### src/rtl/march_ctrl.sv
// March C- sequencer: drives an external up/down address counter, issues memory
// read/write strobes with all-zeros/all-ones backgrounds and checks read data.
// Element list: E0 up(w0), E1 up(r0,w1), E2 up(r1,w0), E3 dn(r0,w1), E4 dn(r1,w0),
// E5 up(r0).
module march_ctrl #(
  parameter int unsigned ADDR_W = 10,
  parameter int unsigned DATA_W = 8
) (
  input  logic              clk,
  input  logic              rst_n,
  input  logic              start,
  input  logic [ADDR_W-1:0] addr_q,
  input  logic              addr_cout,
  output logic              cnt_ld,
  output logic              cnt_u_d,
  output logic              cnt_cen,
  output logic [ADDR_W-1:0] cnt_d_in,
  output logic [ADDR_W-1:0] mem_addr,
  output logic              mem_cs,
  output logic              mem_we,
  output logic [DATA_W-1:0] mem_wdata,
  input  logic [DATA_W-1:0] mem_rdata,
  output logic              busy,
  output logic              done,
  output logic              fail,
  output logic [ADDR_W-1:0] fail_addr,
  output logic [2:0]        fail_elem
);

  typedef enum logic [2:0] {StIdle, StLoad, StOp, StStep, StEval, StDone} state_e;

  localparam logic [2:0] ElemLast = 3'd5;

  state_e            state_q;
  logic [2:0]        elem_q;
  logic              op_q;
  logic              pend_q;
  logic              pend_exp_q;
  logic              fail_q;
  logic [ADDR_W-1:0] fail_addr_q;
  logic [2:0]        fail_elem_q;

  logic elem_down;
  logic op_read;
  logic op_last;
  logic rd_val;
  logic wr_val;

  // Element/op decode: every read is op 0, E0 and E5 have a single op.
  always_comb begin
    elem_down = (elem_q == 3'd3) || (elem_q == 3'd4);
    op_read   = !op_q && (elem_q != 3'd0);
    op_last   = (elem_q == 3'd0 || elem_q == ElemLast) ? 1'b1 : op_q;
    rd_val    = (elem_q == 3'd2) || (elem_q == 3'd4);
    wr_val    = (elem_q == 3'd1) || (elem_q == 3'd3);
  end

  // Sequencer state, pending compare and sticky first-failure capture.
  always_ff @(posedge clk or negedge rst_n) begin
    if (!rst_n) begin
      state_q     <= StIdle;
      elem_q      <= 3'd0;
      op_q        <= 1'b0;
      pend_q      <= 1'b0;
      pend_exp_q  <= 1'b0;
      fail_q      <= 1'b0;
      fail_addr_q <= '0;
      fail_elem_q <= 3'd0;
    end else begin
      // Read data returns one cycle after the strobe; the counter has not moved yet.
      if (pend_q && !fail_q && (mem_rdata != {DATA_W{pend_exp_q}})) begin
        fail_q      <= 1'b1;
        fail_addr_q <= addr_q;
        fail_elem_q <= elem_q;
      end
      pend_q <= 1'b0;

      unique case (state_q)
        StIdle: begin
          if (start) begin
            state_q     <= StLoad;
            elem_q      <= 3'd0;
            fail_q      <= 1'b0;
            fail_addr_q <= '0;
            fail_elem_q <= 3'd0;
          end
        end
        StLoad: begin
          state_q <= StOp;
          op_q    <= 1'b0;
        end
        StOp: begin
          if (op_read) begin
            pend_q     <= 1'b1;
            pend_exp_q <= rd_val;
          end
          if (op_last) begin
            state_q <= StStep;
          end else begin
            op_q <= 1'b1;
          end
        end
        StStep: state_q <= StEval;
        StEval: begin
          op_q <= 1'b0;
          if (addr_cout) begin
            if (elem_q == ElemLast) begin
              state_q <= StDone;
              elem_q  <= 3'd0;
            end else begin
              state_q <= StLoad;
              elem_q  <= elem_q + 3'd1;
            end
          end else begin
            state_q <= StOp;
          end
        end
        StDone:  state_q <= StIdle;
        default: state_q <= StIdle;
      endcase
    end
  end

  // Moore output decode from registered state, element and op index.
  always_comb begin
    cnt_ld    = 1'b0;
    cnt_cen   = 1'b0;
    cnt_u_d   = 1'b1;
    cnt_d_in  = '0;
    mem_cs    = 1'b0;
    mem_we    = 1'b0;
    mem_wdata = '0;
    busy      = 1'b0;
    done      = 1'b0;
    unique case (state_q)
      StLoad: begin
        busy     = 1'b1;
        cnt_ld   = 1'b1;
        cnt_cen  = 1'b1;
        cnt_u_d  = !elem_down;
        cnt_d_in = {ADDR_W{elem_down}};
      end
      StOp: begin
        busy   = 1'b1;
        mem_cs = 1'b1;
        if (!op_read) begin
          mem_we    = 1'b1;
          mem_wdata = {DATA_W{wr_val}};
        end
      end
      StStep: begin
        busy    = 1'b1;
        cnt_cen = 1'b1;
        cnt_u_d = !elem_down;
      end
      StEval:  busy = 1'b1;
      StDone:  done = 1'b1;
      default: ;
    endcase
  end

  assign mem_addr  = addr_q;
  assign fail      = fail_q;
  assign fail_addr = fail_addr_q;
  assign fail_elem = fail_elem_q;

endmodule

### config.mk
export PLATFORM = sky130hd
export DESIGN_NAME = march_ctrl
export DESIGN_NICKNAME = d
export VERILOG_FILES = /design/src/rtl/march_ctrl.sv
export SDC_FILE = /design/constraint.sdc
export NUM_CORES = 1
export LEC_CHECK = 0
export CORE_UTILIZATION = 67
export DETAILED_ROUTE_END_ITERATION = 10
export DONT_BUFFER_PORTS = 1
export PLACE_DENSITY = 0.84
export SYNTH_ARGS = -nofsm -noshare
export SYNTH_HDL_FRONTEND = slang
export SYNTH_SLANG_ARGS = --single-unit
### constraint.sdc
create_clock -name clk -period 3.05 [get_ports clk]
set_input_delay 0.1525 -clock clk [delete_from_list [all_inputs] [get_ports clk]]
set_output_delay 0.1525 -clock clk [all_outputs]
set_load 0.02 [all_outputs]
==> results.py <==
metrics = {
    "logic_synthesis": {
        "async_flop_share": 1.00,
        "yosysTopAreaCell": "dfrtp_1",
        "syn-cell-area_sq_um": 1440,
        "ys_types": 38,
        "synth_seq_cells": 23,
        "synth_common_cells": "26 x buf_4, 23 x dfrtp_1, 13 x nand3_1, 12 x a21oi_1",
        "yosysMostFrequentCell": "buf_4",
        "synthFlopType": "dfrtp_1",
        "synthCells": 156,
        "ys_seq_area_frac": 0.399,
        "synth-edff-count": 0,
        "synthTopCellsByArea": "dfrtp_1 40%, buf_4 14%, nand3_1 4.5%, a21oi_1 4.2%, o21ai_1 3.1%",
        "postSynthAreaPerCell_sq_um": 9.24,
        "syn-num-nets": 178,
        "ys_warn_count": 0,
        "synth_top_area_frac": 0.399,
    },
    "clocking": {
        "cts_max_path_buffers": 2,
        "clk_pin_slew_worst_paths_ns": 0.13,
        "root_buffer": "clkbuf_4",
        "clkLatencyLatePin_ns": 0.31,
        "postCtsSetupBuffers": 0,
        "cts_tree": "built",
        "cts_buffers": 3,
        "clkSinkCount": 23,
        "cts_max_level": 1,
    },
    "timing": {
        "skew_ns": 0.000713,
        "rsz0062_at_grt": "false",
        "hold_viol_final": 0,
        "post-route-period-util": 0.860,
        "hold_ws_ns": 0.00470,
        "period_needed_ns": 2.62,
        "worst_pin_slew_ns": 1.03,
        "slew_viol_final": 0,
        "fin_ws_ns": 0.428,
        "setup_tns_ns": 0,
        "final-setup-viol-count": 0,
        "max_freq_mhz": 381,
        "slew_headroom": 0.313,
    },
    "drt": {
        "via_per_inst": 6.16,
        "wl_met3_um": 173,
        "route.detailed.drc": 0,
        "dr.pass1.iters": 4,
        "drtIter0Drc": 21,
        "antenna_left": 0,
        "wl_met2_um": 1450,
        "wl_um": 2830,
        "wl_met1_um": 1170,
        "via_count": 1028,
        "detail_route.wl_per_cell_um": 17.0,
        "routed.top_layer": "met4",
    },
    "place": {
        "dpl.hpwl_um": 1930,
        "gp_routability_congestion": 0.827,
        "portBuffers": 0,
        "dp_slack_ns": 0.793,
    },
    "worst_setup_path": {
        "critical_path_required_ns": 2.90,
        "cp_max_fo": 11,
        "startpoint_type": "flop",
        "worst_setup_path_end_kind": "primary output",
        "path_class": "flop to primary output",
        "arrival_ns": 2.47,
    },
    "global_route": {
        "grt_usage": 0.266,
        "grt_pass1_vias": 1054,
        "grt_max_degree": 24,
        "grt_overflow": 0,
        "antenna_found_initial": 0,
        "grt_pass1_wl_um": 4800,
    },
    "pwr": {
        "p_comb_frac": 0.363,
        "vdd_ir_drop_max_v": 0.000475,
        "leakage_uw": 0.000586,
        "power_frac_clock": 0.121,
        "seqPwrFrac": 0.516,
        "p_int_uw": 629,
        "switching_share": 0.474,
        "net-switching-power_uw": 567,
        "power_per_cell_area_nw_per_um2": 852,
    },
    "die": {
        "fp.dieArea_sq_um": 2340,
        "core_area_sq_um": 2000,
        "die_h_um": 48.4,
        "start_util": 0.720,
        "ios": 71,
        "std_cell_rows": 16,
        "die_x_um": 48.4,
    },
    "finish": {
        "final_core_utilization": 0.701,
        "area_growth_pct": -2.60,
        "fin_nets": 163,
        "antenna_cells": 0,
        "drive_gt1_frac": 0.136,
    },
    "job": {
        "drv_cap": 0,
    },
    "worst_hold_path": {
        "hp-class": "input pin to flop",
    },
    "run_status": {
        "status": "finished clean",
    },
}
routing by layer:
layer	track usage	vias up
met5	0	-
met4	0.0931	0
met3	0.0409	4
met2	0.481	56
met1	0.322	480
li1	-	488
flip-flops by register name, indices dropped and copies added (netlist names):
name        cells
fail_addr      10
elem_q          3
fail_elem       3
state_q         3
fail            1
op_q            1
pend_exp_q      1
pend_q          1
power groups by stage:
stage                     clock, uW  combinational (uW)  sequential (uW)
final                           145                 434              617
after global routing            154                 481              632
after CTS                       147                 432              614
after detailed placement          0                 415              621
after global placement            0                 398              608
after floorplan                   0                 425              557
placed cells by master (no fill, tap or decap), types with 2 or more instances in the layout:
| master | Yosys | routed |
|---|---|---|
| a21oi_1 | 12 | 12 |
| nor3_1 | 4 | 4 |
| nand2_1 | 5 | 5 |
| nand3b_1 | 2 | 2 |
| o21a_1 | 2 | 2 |
| and2_1 | 3 | 2 |
| dfrtp_1 | 23 | 23 |
| xnor2_1 | 2 | 2 |
| mux2_2 | 2 | 2 |
| dlygate4sd3_1 | 0 | 11 |
| o21ai_0 | 6 | 6 |
| clkbuf_4 | 0 | 3 |
| o21bai_1 | 2 | 2 |
| o21ai_1 | 9 | 9 |
| buf_4 | 26 | 3 |
| mux2i_1 | 2 | 2 |
| nor2b_1 | 7 | 7 |
| nand3_1 | 13 | 13 |
| nor2_1 | 9 | 8 |
per-stage QoR:
step | total power, uW | area (sq um) | cells
after detailed placement | 1040 | 1270 | 152
after floorplan | 982 | 1440 | 156
final | 1200 | 1400 | 167
after global routing | 1270 | 1400 | 167
after global placement | 1010 | 1270 | 152
after CTS | 1190 | 1400 | 167
repair_timing:
item                       CTS  global route
hold endpoints to repair    33             0
hold buffers                11             0
setup endpoints to repair    0             0
resized for setup            0             0
path summary, 6_finish.rpt:
kind                                 start      endpoint  cells after the start  slack (ns)
worst max-delay path            state_q[2]   cnt_d_in[1]                      4        0.43
worst min-delay path             addr_cout    state_q[0]                      2       0.005
worst max register to register  pend_exp_q          fail                      4        1.25
worst min register to register  pend_exp_q    pend_exp_q                      1        0.56
max in group asynchronous            rst_n    state_q[2]                      1        1.99
min in group asynchronous            rst_n  fail_addr[2]                      1        0.45
cells by family (layout without fill, tap and decap cells):
logic type                after synthesis  after routing  share of synthesized area
buffers and inverters                  36             20                      0.192
xor gates and xnor gates                2              2                     0.0122
AOI/OAI and AO/OA                      37             37                      0.161
and+or+nand+nor                        54             54                      0.207
muxes                                   4              4                     0.0295
DFF                                    23             23                      0.399
worst max-delay path, cell delays in order, from the launching register on:
cell     delay [ns]
dfrtp_1        0.52
nor2b_1        0.46
o21ai_0        0.50
nor2_4         0.18
buf_4          0.49
layout make-up:
class                           instances  area, sq um
Multi-Input combinational cell         97          611
Fill cell                             155          598
Sequential cell                        23          576
Timing Repair Buffer                   15          153
Tap cell                               27         33.8
Clock buffer                            3         22.5
Clock inverter                          1         5.00
Inverter                                1         3.75
Power figures use the tool's default switching activity.
